### src/rtl/fmv_frame_queue_pkg.sv
// fmv_frame_queue_pkg
//   Shared types and helpers for the FMV frame buffer manager.
//   - planar_yuv_s : Y/U/V plane byte addresses (29-bit DDR byte space)
//   - buf_state_e  : lifecycle of one DDR frame buffer
//   - buffer_frame : plane addresses of buffer idx
//   Optional feature macro used by the manager: FMV_PACING_EN.
package fmv_frame_queue_pkg;

  typedef struct packed {
    logic [28:0] y;
    logic [28:0] u;
    logic [28:0] v;
  } planar_yuv_s;

  typedef enum logic [1:0] {
    FREE    = 2'd0,
    WRITING = 2'd1,
    READY   = 2'd2,
    SHOWN   = 2'd3
  } buf_state_e;

  localparam int unsigned DEF_NUM_BUFFERS = 4;
  localparam logic [28:0] DEF_BASE_ADDR   = 29'h0100000;
  localparam logic [28:0] DEF_BUF_BYTES   = 29'h0020000;
  localparam logic [28:0] DEF_Y_BYTES     = 29'h0014000;
  localparam logic [28:0] DEF_C_BYTES     = 29'h0005000;

  // U follows Y, V follows U; all sums wrap in the 29-bit address space.
  function automatic planar_yuv_s buffer_frame(
    input logic [3:0]  idx,
    input logic [28:0] base_addr = DEF_BASE_ADDR,
    input logic [28:0] buf_bytes = DEF_BUF_BYTES,
    input logic [28:0] y_bytes   = DEF_Y_BYTES,
    input logic [28:0] c_bytes   = DEF_C_BYTES
  );
    planar_yuv_s f;
    f.y = base_addr + 29'(idx) * buf_bytes;
    f.u = f.y + y_bytes;
    f.v = f.u + c_bytes;
    return f;
  endfunction

endpackage

### src/rtl/fmv_frame_queue_if.sv
// fmv_frame_queue_if
//   Decoder / video-timing side bundle of the frame buffer manager.
//   master : decoder + vblank source (alloc_req, commit, flush, display_tick, frame_period)
//   slave  : fmv_frame_queue (grants, latch pulses, status)
interface fmv_frame_queue_if
  import fmv_frame_queue_pkg::*;
#(
  parameter int unsigned NUM_BUFFERS = DEF_NUM_BUFFERS
);
  localparam int unsigned IW = $clog2(NUM_BUFFERS);

  logic          alloc_req;
  logic          alloc_ack;
  planar_yuv_s   alloc_frame;
  logic [IW-1:0] alloc_idx;
  logic          commit;
  logic [IW-1:0] commit_idx;
  logic          flush;
  logic          display_tick;
  logic [3:0]    frame_period;
  logic          latch_frame;
  planar_yuv_s   frame;
  logic          invalidate_latched_frame;
  logic          show_on_next_video_frame;
  logic [IW:0]   queue_level;
  logic          commit_error;

  modport master (
    output alloc_req, commit, commit_idx, flush, display_tick, frame_period,
    input  alloc_ack, alloc_frame, alloc_idx, latch_frame, frame,
           invalidate_latched_frame, show_on_next_video_frame, queue_level, commit_error
  );

  modport slave (
    input  alloc_req, commit, commit_idx, flush, display_tick, frame_period,
    output alloc_ack, alloc_frame, alloc_idx, latch_frame, frame,
           invalidate_latched_frame, show_on_next_video_frame, queue_level, commit_error
  );

endinterface

### src/rtl/fmv_index_fifo.sv
// fmv_index_fifo
//   Synchronous FIFO of buffer indices (ready queue of committed frames).
//   clk, reset (sync, active-high), clear (drop contents)
//   push/push_idx, pop -> head/empty/level
//   Pop on an empty FIFO is ignored, so a same-cycle push+pop on empty leaves
//   the pushed entry for a later pop. Push on full is ignored.
module fmv_index_fifo #(
  parameter int unsigned DEPTH = 4,
  parameter int unsigned IW    = 2,
  localparam int unsigned PW   = $clog2(DEPTH)
) (
  input  logic          clk,
  input  logic          reset,
  input  logic          clear,
  input  logic          push,
  input  logic [IW-1:0] push_idx,
  input  logic          pop,
  output logic [IW-1:0] head,
  output logic          empty,
  output logic [PW:0]   level
);
  logic [IW-1:0] mem [DEPTH];
  logic [PW-1:0] wr_ptr, rd_ptr;
  logic [PW:0]   cnt;
  logic          pop_ok, push_ok;

  assign pop_ok  = pop && (cnt != '0);
  assign push_ok = push && ((cnt != (PW+1)'(DEPTH)) || pop_ok);
  assign head    = mem[rd_ptr];
  assign empty   = (cnt == '0);
  assign level   = cnt;

  always_ff @(posedge clk) begin
    if (reset || clear) begin
      wr_ptr <= '0;
      rd_ptr <= '0;
      cnt    <= '0;
    end else begin
      if (push_ok) wr_ptr <= wr_ptr + 1'b1;
      if (pop_ok)  rd_ptr <= rd_ptr + 1'b1;
      cnt <= cnt + (PW+1)'(push_ok) - (PW+1)'(pop_ok);
    end
  end

  // Storage needs no reset; validity is tracked by cnt.
  always_ff @(posedge clk) begin
    if (push_ok) mem[wr_ptr] <= push_idx;
  end

endmodule

### src/rtl/fmv_frame_queue.sv
// fmv_frame_queue
//   Frame buffer manager in the clkddr domain, upstream of the FMV player.
//   Hands out FREE DDR buffers to the decoder, queues committed frames FIFO,
//   releases one frame per display tick and recycles the previously shown one.
//   Ports:
//     clk    : clkddr
//     reset  : synchronous, active-high
//     bus    : fmv_frame_queue_if.slave (alloc, commit, flush, tick, latch, status)
//   Config: FMV_PACING_EN -- when defined, pops are spaced by at least
//   max(frame_period,1) ticks; when undefined, frame_period is ignored.
//   Same-cycle priority: flush > tick-release > commit > alloc.
module fmv_frame_queue
  import fmv_frame_queue_pkg::*;
#(
  parameter int unsigned NUM_BUFFERS = DEF_NUM_BUFFERS,
  parameter logic [28:0] BASE_ADDR   = DEF_BASE_ADDR,
  parameter logic [28:0] BUF_BYTES   = DEF_BUF_BYTES,
  parameter logic [28:0] Y_BYTES     = DEF_Y_BYTES,
  parameter logic [28:0] C_BYTES     = DEF_C_BYTES
) (
  input  logic              clk,
  input  logic              reset,
  fmv_frame_queue_if.slave  bus
);
  localparam int unsigned IW = $clog2(NUM_BUFFERS);

  buf_state_e    st_q [NUM_BUFFERS];
  buf_state_e    st_d [NUM_BUFFERS];
  logic          shown_vld_q, shown_vld_d;
  logic [IW-1:0] shown_idx_q, shown_idx_d;

  logic          fifo_empty;
  logic [IW-1:0] fifo_head;
  logic [IW:0]   fifo_level;

  logic          pace_ok;
  logic          pop;
  logic          commit_ok;
  logic          commit_bad;
  logic          grant;
  logic [IW-1:0] grant_idx;

  function automatic planar_yuv_s frame_of(input logic [IW-1:0] idx);
    return buffer_frame(4'(idx), BASE_ADDR, BUF_BYTES, Y_BYTES, C_BYTES);
  endfunction

`ifdef FMV_PACING_EN
  // Ticks since last pop, saturating so an empty queue keeps its credit.
  // Starts saturated so the first frame after reset/flush goes out at once.
  logic [3:0] tick_cnt_q;
  logic [3:0] elapsed;
  logic [3:0] period_eff;

  always_comb begin
    period_eff = (bus.frame_period == 4'd0) ? 4'd1 : bus.frame_period;
    elapsed    = (tick_cnt_q == 4'hF) ? 4'hF : tick_cnt_q + 4'd1;
    pace_ok    = (elapsed >= period_eff);
  end

  always_ff @(posedge clk) begin
    if (reset || bus.flush)    tick_cnt_q <= 4'hF;
    else if (bus.display_tick) tick_cnt_q <= pop ? 4'd0 : elapsed;
  end
`else
  // frame_period has no meaning without pacing.
  logic pace_unused;
  assign pace_unused = ^bus.frame_period;
  assign pace_ok     = 1'b1;
`endif

  always_comb begin
    st_d        = st_q;
    shown_vld_d = shown_vld_q;
    shown_idx_d = shown_idx_q;
    commit_ok   = 1'b0;
    commit_bad  = 1'b0;
    grant       = 1'b0;
    grant_idx   = '0;
    pop         = bus.display_tick && !bus.flush && !fifo_empty && pace_ok;

    if (bus.flush) begin
      for (int i = 0; i < int'(NUM_BUFFERS); i++) st_d[i] = FREE;
      shown_vld_d = 1'b0;
    end else begin
      if (pop) begin
        if (shown_vld_q) st_d[shown_idx_q] = FREE;
        st_d[fifo_head] = SHOWN;
        shown_vld_d     = 1'b1;
        shown_idx_d     = fifo_head;
      end
      // WRITING is untouched by the tick, so st_q is the right reference.
      if (bus.commit) begin
        if (st_q[bus.commit_idx] == WRITING) begin
          commit_ok              = 1'b1;
          st_d[bus.commit_idx]   = READY;
        end else begin
          commit_bad = 1'b1;
        end
      end
      // Search post-tick state so a buffer freed by this tick is grantable.
      if (bus.alloc_req) begin
        for (int i = int'(NUM_BUFFERS) - 1; i >= 0; i--) begin
          if (st_d[i] == FREE) begin
            grant     = 1'b1;
            grant_idx = IW'(i);
          end
        end
      end
      if (grant) st_d[grant_idx] = WRITING;
    end
  end

  fmv_index_fifo #(
    .DEPTH (NUM_BUFFERS),
    .IW    (IW)
  ) u_fifo (
    .clk      (clk),
    .reset    (reset),
    .clear    (bus.flush),
    .push     (commit_ok),
    .push_idx (bus.commit_idx),
    .pop      (pop),
    .head     (fifo_head),
    .empty    (fifo_empty),
    .level    (fifo_level)
  );

  assign bus.queue_level = fifo_level;

  always_ff @(posedge clk) begin
    if (reset) begin
      for (int i = 0; i < int'(NUM_BUFFERS); i++) st_q[i] <= FREE;
      shown_vld_q                  <= 1'b0;
      shown_idx_q                  <= '0;
      bus.alloc_ack                <= 1'b0;
      bus.alloc_idx                <= '0;
      bus.alloc_frame              <= '0;
      bus.latch_frame              <= 1'b0;
      bus.frame                    <= '0;
      bus.invalidate_latched_frame <= 1'b0;
      bus.show_on_next_video_frame <= 1'b0;
      bus.commit_error             <= 1'b0;
    end else begin
      st_q        <= st_d;
      shown_vld_q <= shown_vld_d;
      shown_idx_q <= shown_idx_d;

      bus.alloc_ack <= grant;
      if (grant) begin
        bus.alloc_idx   <= grant_idx;
        bus.alloc_frame <= frame_of(grant_idx);
      end

      bus.latch_frame <= pop;
      if (pop) bus.frame <= frame_of(fifo_head);

      bus.invalidate_latched_frame <= bus.flush;
      if (bus.flush)  bus.show_on_next_video_frame <= 1'b0;
      else if (pop)   bus.show_on_next_video_frame <= 1'b1;

      if (commit_bad) bus.commit_error <= 1'b1;
    end
  end

endmodule
### src/flat_wrapper.sv
// flat-port wrapper written by rule: the top's interface ports become plain ports
module fmv_frame_queue_flat import fmv_frame_queue_pkg::*;
#(
  parameter int unsigned NUM_BUFFERS = DEF_NUM_BUFFERS,
  parameter logic [28:0] BASE_ADDR   = DEF_BASE_ADDR,
  parameter logic [28:0] BUF_BYTES   = DEF_BUF_BYTES,
  parameter logic [28:0] Y_BYTES     = DEF_Y_BYTES,
  parameter logic [28:0] C_BYTES     = DEF_C_BYTES
)
  (clk, reset, bus_alloc_req, bus_commit, bus_commit_idx, bus_flush, bus_display_tick, bus_frame_period, bus_alloc_ack, bus_alloc_frame, bus_alloc_idx, bus_latch_frame, bus_frame, bus_invalidate_latched_frame, bus_show_on_next_video_frame, bus_queue_level, bus_commit_error);
  fmv_frame_queue_if #(.NUM_BUFFERS(NUM_BUFFERS)) bus_i ();
  input  logic clk;
  input  logic reset;
  input wire logic [$bits(bus_i.alloc_req)-1:0] bus_alloc_req;
  input wire logic [$bits(bus_i.commit)-1:0] bus_commit;
  input wire logic [$bits(bus_i.commit_idx)-1:0] bus_commit_idx;
  input wire logic [$bits(bus_i.flush)-1:0] bus_flush;
  input wire logic [$bits(bus_i.display_tick)-1:0] bus_display_tick;
  input wire logic [$bits(bus_i.frame_period)-1:0] bus_frame_period;
  output wire logic [$bits(bus_i.alloc_ack)-1:0] bus_alloc_ack;
  output wire logic [$bits(bus_i.alloc_frame)-1:0] bus_alloc_frame;
  output wire logic [$bits(bus_i.alloc_idx)-1:0] bus_alloc_idx;
  output wire logic [$bits(bus_i.latch_frame)-1:0] bus_latch_frame;
  output wire logic [$bits(bus_i.frame)-1:0] bus_frame;
  output wire logic [$bits(bus_i.invalidate_latched_frame)-1:0] bus_invalidate_latched_frame;
  output wire logic [$bits(bus_i.show_on_next_video_frame)-1:0] bus_show_on_next_video_frame;
  output wire logic [$bits(bus_i.queue_level)-1:0] bus_queue_level;
  output wire logic [$bits(bus_i.commit_error)-1:0] bus_commit_error;
  assign bus_i.alloc_req = bus_alloc_req;
  assign bus_i.commit = bus_commit;
  assign bus_i.commit_idx = bus_commit_idx;
  assign bus_i.flush = bus_flush;
  assign bus_i.display_tick = bus_display_tick;
  assign bus_i.frame_period = bus_frame_period;
  assign bus_alloc_ack = bus_i.alloc_ack;
  assign bus_alloc_frame = bus_i.alloc_frame;
  assign bus_alloc_idx = bus_i.alloc_idx;
  assign bus_latch_frame = bus_i.latch_frame;
  assign bus_frame = bus_i.frame;
  assign bus_invalidate_latched_frame = bus_i.invalidate_latched_frame;
  assign bus_show_on_next_video_frame = bus_i.show_on_next_video_frame;
  assign bus_queue_level = bus_i.queue_level;
  assign bus_commit_error = bus_i.commit_error;
  fmv_frame_queue #(.NUM_BUFFERS(NUM_BUFFERS), .BASE_ADDR(BASE_ADDR), .BUF_BYTES(BUF_BYTES), .Y_BYTES(Y_BYTES), .C_BYTES(C_BYTES)) u_core (.clk(clk), .reset(reset), .bus(bus_i));
endmodule
### config.mk
export PLATFORM = sky130hd
export DESIGN_NAME = fmv_frame_queue_flat
export DESIGN_NICKNAME = d
export VERILOG_FILES = /design/src/rtl/fmv_frame_queue_pkg.sv /design/src/rtl/fmv_frame_queue_if.sv /design/src/rtl/fmv_index_fifo.sv /design/src/rtl/fmv_frame_queue.sv /design/src/flat_wrapper.sv
export SDC_FILE = /design/constraint.sdc
export NUM_CORES = 1
export LEC_CHECK = 0
export CAP_MARGIN = 20
export CORE_AREA = 8 8 111 113
export DETAILED_ROUTE_END_ITERATION = 12
export DIE_AREA = 0 0 119 121
export GPL_TIMING_DRIVEN = 0
export PLACE_DENSITY = 0.68
export SLEW_MARGIN = 15
export SYNTH_ARGS = -nofsm -noshare
export SYNTH_HDL_FRONTEND = slang
export SYNTH_SLANG_ARGS = --single-unit
### constraint.sdc
create_clock -name clk -period 10.5 [get_ports clk]
set_clock_uncertainty 0.2 [all_clocks]
set_input_delay 3.15 -clock clk [delete_from_list [all_inputs] [get_ports clk]]
set_output_delay 3.15 -clock clk [all_outputs]
set_load 0.01 [all_outputs]
; After elaboration in Yosys (flattened, before gate mapping)
; Memory sizes are Yosys's and may differ from the RTL's. A register that Yosys moved wholly into a read port is not among the register bits.
; Cells that the tools add are included.
[totals]
ff_bits = 198
ramBits = 8
elab_cells = 119
n_memories = 1
[classes]
n_addsub = 10
order_cmp = 8
n_eq_ne = 2
muxes = 44
n_bitwise = 14
n_reduce_logical = 20
[memory_table]
columns = memory, words, word_bits, rd, rd_clocked_by_memory_dff, wr, line
row1 = u_core.u_fifo.mem, 4, 2, 1, 1, 1, fmv_index_fifo.sv:22  ; logic [IW-1:0] mem [DEPTH];
[ops]
columns = op, n
row1 = two-way mux 8 bit, 9
row2 = adder 29 x 15 -> 29 bit (second input constant), 2
row3 = adder 29 x 17 -> 29 bit (second input constant), 2
row4 = adder 21 x 19 -> 22 bit (first input constant), 2
row5 = two-way mux 2 bit, 15
row6 = demux 2 bit (select 2 bit), 4
row7 = two-way mux 1 bit, 15
row8 = >= comparator 3 bit (second input constant), 4
row9 = < comparator 3 x 1 -> 1 bit (second input constant), 4
row10 = NOT 2 -> 3 bit, 4
row11 = AND 4 bit, 2
row12 = AND 8 bit, 1
row13 = logical AND 1 bit, 8
row14 = logical NOT 2 bit, 4
row15 = NOT 4 bit, 2
row16 = NOT 8 bit, 1
row17 = bitwise OR 4 bit, 2
row18 = bitwise OR 8 bit, 1
row19 = adder 2 x 1 -> 2 bit (second input constant), 2
row20 = binary-select mux 2 bit (select 2 bit), 1
row21 = adder 3 x 1 -> 3 bit, 1
row22 = logical NOT 3 bit, 1
row23 = inequality test 3 bit (second input constant), 1
row24 = nonzero test 3 bit, 1
row25 = other kinds (7), 9

; Depth between registers and ports, before layout
; Gate-level depths: netlist (run 1).
[depth]
word_depth = 32
ltp_mapped = 13
mapped_depth_nobuf = 13

; Cells and area by module
; From an unflattened synthesis (run 1), not the netlist that was laid out.
[hier_totals]
cells_unflattened = 347
area_unflattened_um2 = 3109.2
[modules_own_cells]
columns = mod, n_inst, cells_per_inst, area_per_inst_um2, seq_area_each_um2
row1 = fmv_frame_queue, 1, 289, 2342.2, 420.4
row2 = fmv_index_fifo, 1, 58, 767.0, 420.4

; Least setup slack after synthesis (run 1)
; No wires, ideal clock.
[synth_timing]
kind = in2reg
start = input bus_commit_idx[0]
end = register u_core.u_fifo.cnt[2], in the netlist u_core.u_fifo.level[2]
setup_time_ns = 0.128
t_arrival_ns = 5.235
required_ns = 10.172
setup_slack_ns = 4.938
cell_stages = 13
path_buffers = 0
cell_sequence = nand2b_1 > o21ai_1 > o21ai_1 > nor4b_2 > inv_1 > ha_1 > inv_1 > ha_1 > inv_1 > fa_1 > xor2_1 > xnor2_1 > nor2_1
[synth_via]
elab_chain_len = 11
[synth_lines]
columns = item, line
row1 = start: declaration, flat_wrapper.sv:16  ; input wire logic [$bits(bus_i.commit_idx)-1:0] bus_commit_idx;
row2 = NOT 2 -> 3 bit (implied by the code), fmv_frame_queue.sv:93  ; if (st_q[bus.commit_idx] == WRITING) begin
row3 = binary-select mux 2 bit (select 2 bit), fmv_frame_queue.sv:93
row4 = two-way mux 2 bit (implied by the code) (2 in series), fmv_frame_queue.sv:93
row5 = equality test 2 x 1 -> 1 bit, fmv_frame_queue.sv:93
row6 = two-way mux 1 bit, fmv_frame_queue.sv:93
row7 = two-way mux 1 bit, fmv_frame_queue.sv:92  ; if (bus.commit) begin
row8 = two-way mux 1 bit, fmv_frame_queue.sv:81  ; if (bus.flush) begin
row9 = logical AND 1 bit, fmv_index_fifo.sv:28  ; assign push_ok = push && ((cnt != (PW+1)'(DEPTH)) || pop_ok);
row10 = adder 3 x 1 -> 3 bit, fmv_index_fifo.sv:41  ; cnt <= cnt + (PW+1)'(push_ok) - (PW+1)'(pop_ok);
row11 = subtractor 3 x 1 -> 3 bit, fmv_index_fifo.sv:41
row12 = end signal: assignment, fmv_index_fifo.sv:41
row13 = end: declaration, fmv_index_fifo.sv:24  ; logic [PW:0] cnt;
; Every way passes these cells. The select of a mux whose other input is x is not followed.
; A chain may end at the register's enable or synchronous reset.

; Worst setup path after layout (run 1)
; Same ends and word-level chain as after synthesis.

==> impl_metrics.tcl, run 1 <==
set metrics [dict create \
    path_clk_slew_ns 0.07 \
    ys_ff_latch 38 \
    avgSynthCellArea_um2 8.97 \
    max_slew_margin_pct 58.8 \
    hold_path_class "flop to flop" \
    clock_latency_ns 0.29 \
    cap_violations 0 \
    synth-compound-area-share_pct 9.58 \
    grt_pass1_vias 2263 \
    yosys.area_share.simple_pct 13.9 \
    clockBufferDepth 2 \
    critPathArrivalTime_ns 6.27 \
    drive_gt1_share_pct 36.6 \
    cts_tree "yes" \
    fillCellCount 1035 \
    worstPathRequired_ns 10.46 \
    synth_fa_ha_area_share_pct 3.07 \
    antenna_found_initial 0 \
    start_util_pct 29.2 \
    syn_area_um2 3090 \
    synthMuxAreaShare_pct 1.78 \
    fp.dieArea_um2 14400 \
    final_cell_mix "buf_4 (170), conb_1 (146), clkdlybuf4s50_1 (43)" \
    die_w_um 119 \
    multiInputGateArea_um2 1470 \
    drcViolationCount 0 \
    synthArstFlopShare_pct 0 \
    synthCells 345 \
    tightest_slew_ns 0.617 \
    grt_pass1_wl_um 10900 \
    synthXorXnorAreaFrac_pct 1.42 \
    finalSetupViolations 0 \
    dp_hpwl_um 6020 \
    power.density_nw_per_um2 79.4 \
    rsz0062_at_grt "false" \
    hold_violations 0 \
    ctsResizeCount 0 \
    synth-edff-count 8 \
    worst_setup_path_end_kind "flop" \
    ir_worst_vdd_mv 0.0416 \
    clockRootBuffer "clkbuf_8" \
    synth.distinct_cells 57 \
    wire_per_inst_um 10.1 \
    status "completed" \
    fp.dieH_um 121 \
    finalSetupTns_ns 0 \
    seq_area_um2 841 \
    grt_max_degree 12 \
    ctsHoldBuffers 0 \
    gp_congestion 0.849 \
    synth_top_family_by_area "buffers and inverters" \
    cp_max_fo 10 \
    yosysSeqAreaShare_pct 27.2 \
    leakage_nw 2.24 \
    drt_first_iter_violations 108 \
    slew_viol_final 0 \
    num_io_pins 196 \
    drtAntennaViolNets 0 \
    final_cell_area_um2 4330 \
    cts.sink_count 38 \
    core_um2 10600 \
    fin_nets 559 \
    wirelength_um 6870 \
    antenna_cells 0 \
    grt_usage_pct 9.12 \
    cts_buffers 5 \
    crit_type "input pin to flop" \
    post_cts_buffers 0 \
    vias 2314 \
    fmax_mhz 158 \
    port_buffers 43 \
    vias_per_cell 3.40 \
    rows 38 \
    cp-start-kind "input pin" \
    cts_max_level 2 \
    gr-total-overflow 0 \
    layout_min_cycle_time_ns 6.32 \
    final_common_cell "buf_4" \
    placed_area_um2 4240 \
    first_pass_iters 4 \
    syn2layout_area_growth_pct 39.8 \
    synth_ff_type "dfxtp_1" \
    ys_warn_count 0 \
    timing.final.crit_share_pct 60.2 \
]
==> cell usage after synthesis, types with 2 or more instances <==
| cell type | number | share of area, % |
|---|---|---|
| nand2b_1 | 3 | 0.61 |
| mux4_2 | 2 | 1.5 |
| inv_2 | 2 | 0.24 |
| nand2_1 | 15 | 1.8 |
| edfxtp_1 | 8 | 7.8 |
| nor3_1 | 4 | 0.65 |
| xnor2_1 | 3 | 0.85 |
| dfxtp_1 | 30 | 19 |
| buf_4 | 170 | 41 |
| clkbuf_1 | 2 | 0.24 |
| a31oi_1 | 2 | 0.40 |
| xor2_1 | 2 | 0.57 |
| and2_1 | 5 | 1.0 |
| o21ai_1 | 2 | 0.32 |
| ha_1 | 6 | 2.4 |
| nor4b_4 | 2 | 1.5 |
| nand3_1 | 2 | 0.32 |
| inv_1 | 7 | 0.85 |
| nand3b_1 | 2 | 0.49 |
| nor2_1 | 27 | 3.3 |
| a21oi_1 | 10 | 1.6 |
| a211oi_1 | 2 | 0.49 |
| nor2b_1 | 2 | 0.40 |
| or2_2 | 2 | 0.40 |
==> per-layer routing <==
metal	part of all wire, %	vias up	wire (µm)	global-route usage, %
met5	0	-	0	0
met3	13	5	862	5.21
met2	49	112	3370	15.5
met4	1.1	0	74	3.32
li1	-	1206	-	-
met1	37	991	2560	9.19
==> flip-flops by register name, summed over array words and instances, names as in the netlist, named ones only <==
| name | flops |
|---|---|
| u_core.bus.alloc_ack | 1 |
| u_core.bus.alloc_frame | 2 |
| u_core.bus.alloc_idx | 1 |
| u_core.bus.commit_error | 1 |
| u_core.bus.frame | 3 |
| u_core.bus.invalidate_latched_frame | 1 |
| u_core.bus.latch_frame | 1 |
| u_core.shown_idx_q | 2 |
| u_core.shown_vld_q | 1 |
| u_core.st_q | 8 |
| u_core.u_fifo.level | 3 |
| u_core.u_fifo.mem | 8 |
| u_core.u_fifo.rd_ptr | 2 |
| u_core.u_fifo.wr_ptr | 2 |
==> metrics by stage <==
stage               hold slack, ns  power (mW)  utilization [%]  instances  setup WS [ns]
floorplan                    0.270       0.235                -        490           4.94
global placement             0.270       0.249             40.0        673           3.95
detailed placement           0.287       0.249             40.0        673           3.88
CTS                          0.304       0.343             40.8        681           4.17
global route                 0.330       0.363             40.8        681           3.90
finish                       0.305       0.343             40.8        681           4.18
==> final timing paths <==
check / startpoint / end / slack [ns] / cells past startpoint
max: bus_commit_idx[0] / u_core.u_fifo.level[2] / 4.18 / 14
min: u_core.bus.frame[76] / u_core.bus.frame[76] / 0.30 / 2
max reg2reg: u_core.st_q[3] / u_core.u_fifo.level[2] / 7.41 / 13
min reg2reg: u_core.bus.frame[76] / u_core.bus.frame[76] / 0.30 / 2
==> worst max-delay path: stages <==
cell and delay [ns]:
clkdlybuf4s50_1 0.60, nand2b_1 0.26, o21ai_1 0.15, o21ai_1 0.12, nor4b_2 0.60, inv_1 0.12
ha_1 0.29, inv_1 0.05, ha_1 0.12, inv_1 0.04, fa_1 0.36, xor2_1 0.16
xnor2_1 0.17, nor2_1 0.05
==> cell type report <==
type / count / share of cell area (%)
clock inverter: 2 / 0.202
multi-input combinational: 270 / 34.0
buffer: 173 / 29.9
tap: 140 / 4.05
timing repair buffer: 43 / 9.95
sequential: 38 / 19.4
inverter: 9 / 0.781
clock buffer: 6 / 1.68
==> power by group <==
part / internal (mW) / leakage (nW) / switching (mW)
clock network: 0.0456 / 0.0426 / 0.0479
logic: 0.0507 / 1.89 / 0.0464
registers: 0.151 / 0.315 / 0.00186
==> kinds of logic (layout without fill, tap and decap cells) <==
| group | Yosys count | in the layout |
|---|---|---|
| buf+inv | 182 | 233 |
| simple gates | 75 | 75 |
| xor+xnor | 5 | 5 |
| other cells | 1 | 146 |
| compound gates | 34 | 34 |
| fa+ha+maj | 7 | 7 |
| flops | 38 | 38 |
| mux | 3 | 3 |
No activity file was read; power rests on OpenSTA's default activity.
==> run 2: changes to the inputs <==
- clock period: 10.5 -> 6.6 ns (I/O delays scaled with it)
==> results of run 2 <==
The final DEF is identical to that of run 1. Status: completed.
Main changes from that run: setup slack after placement 3.88 ns -> 1.15 ns; setup slack after layout 4.18 ns -> 1.45 ns; register-to-register setup slack 7.41 ns -> 3.51 ns; total power 0.343 mW -> 0.546 mW; worst IR drop on VDD 0.0416 mV -> 0.0661 mV
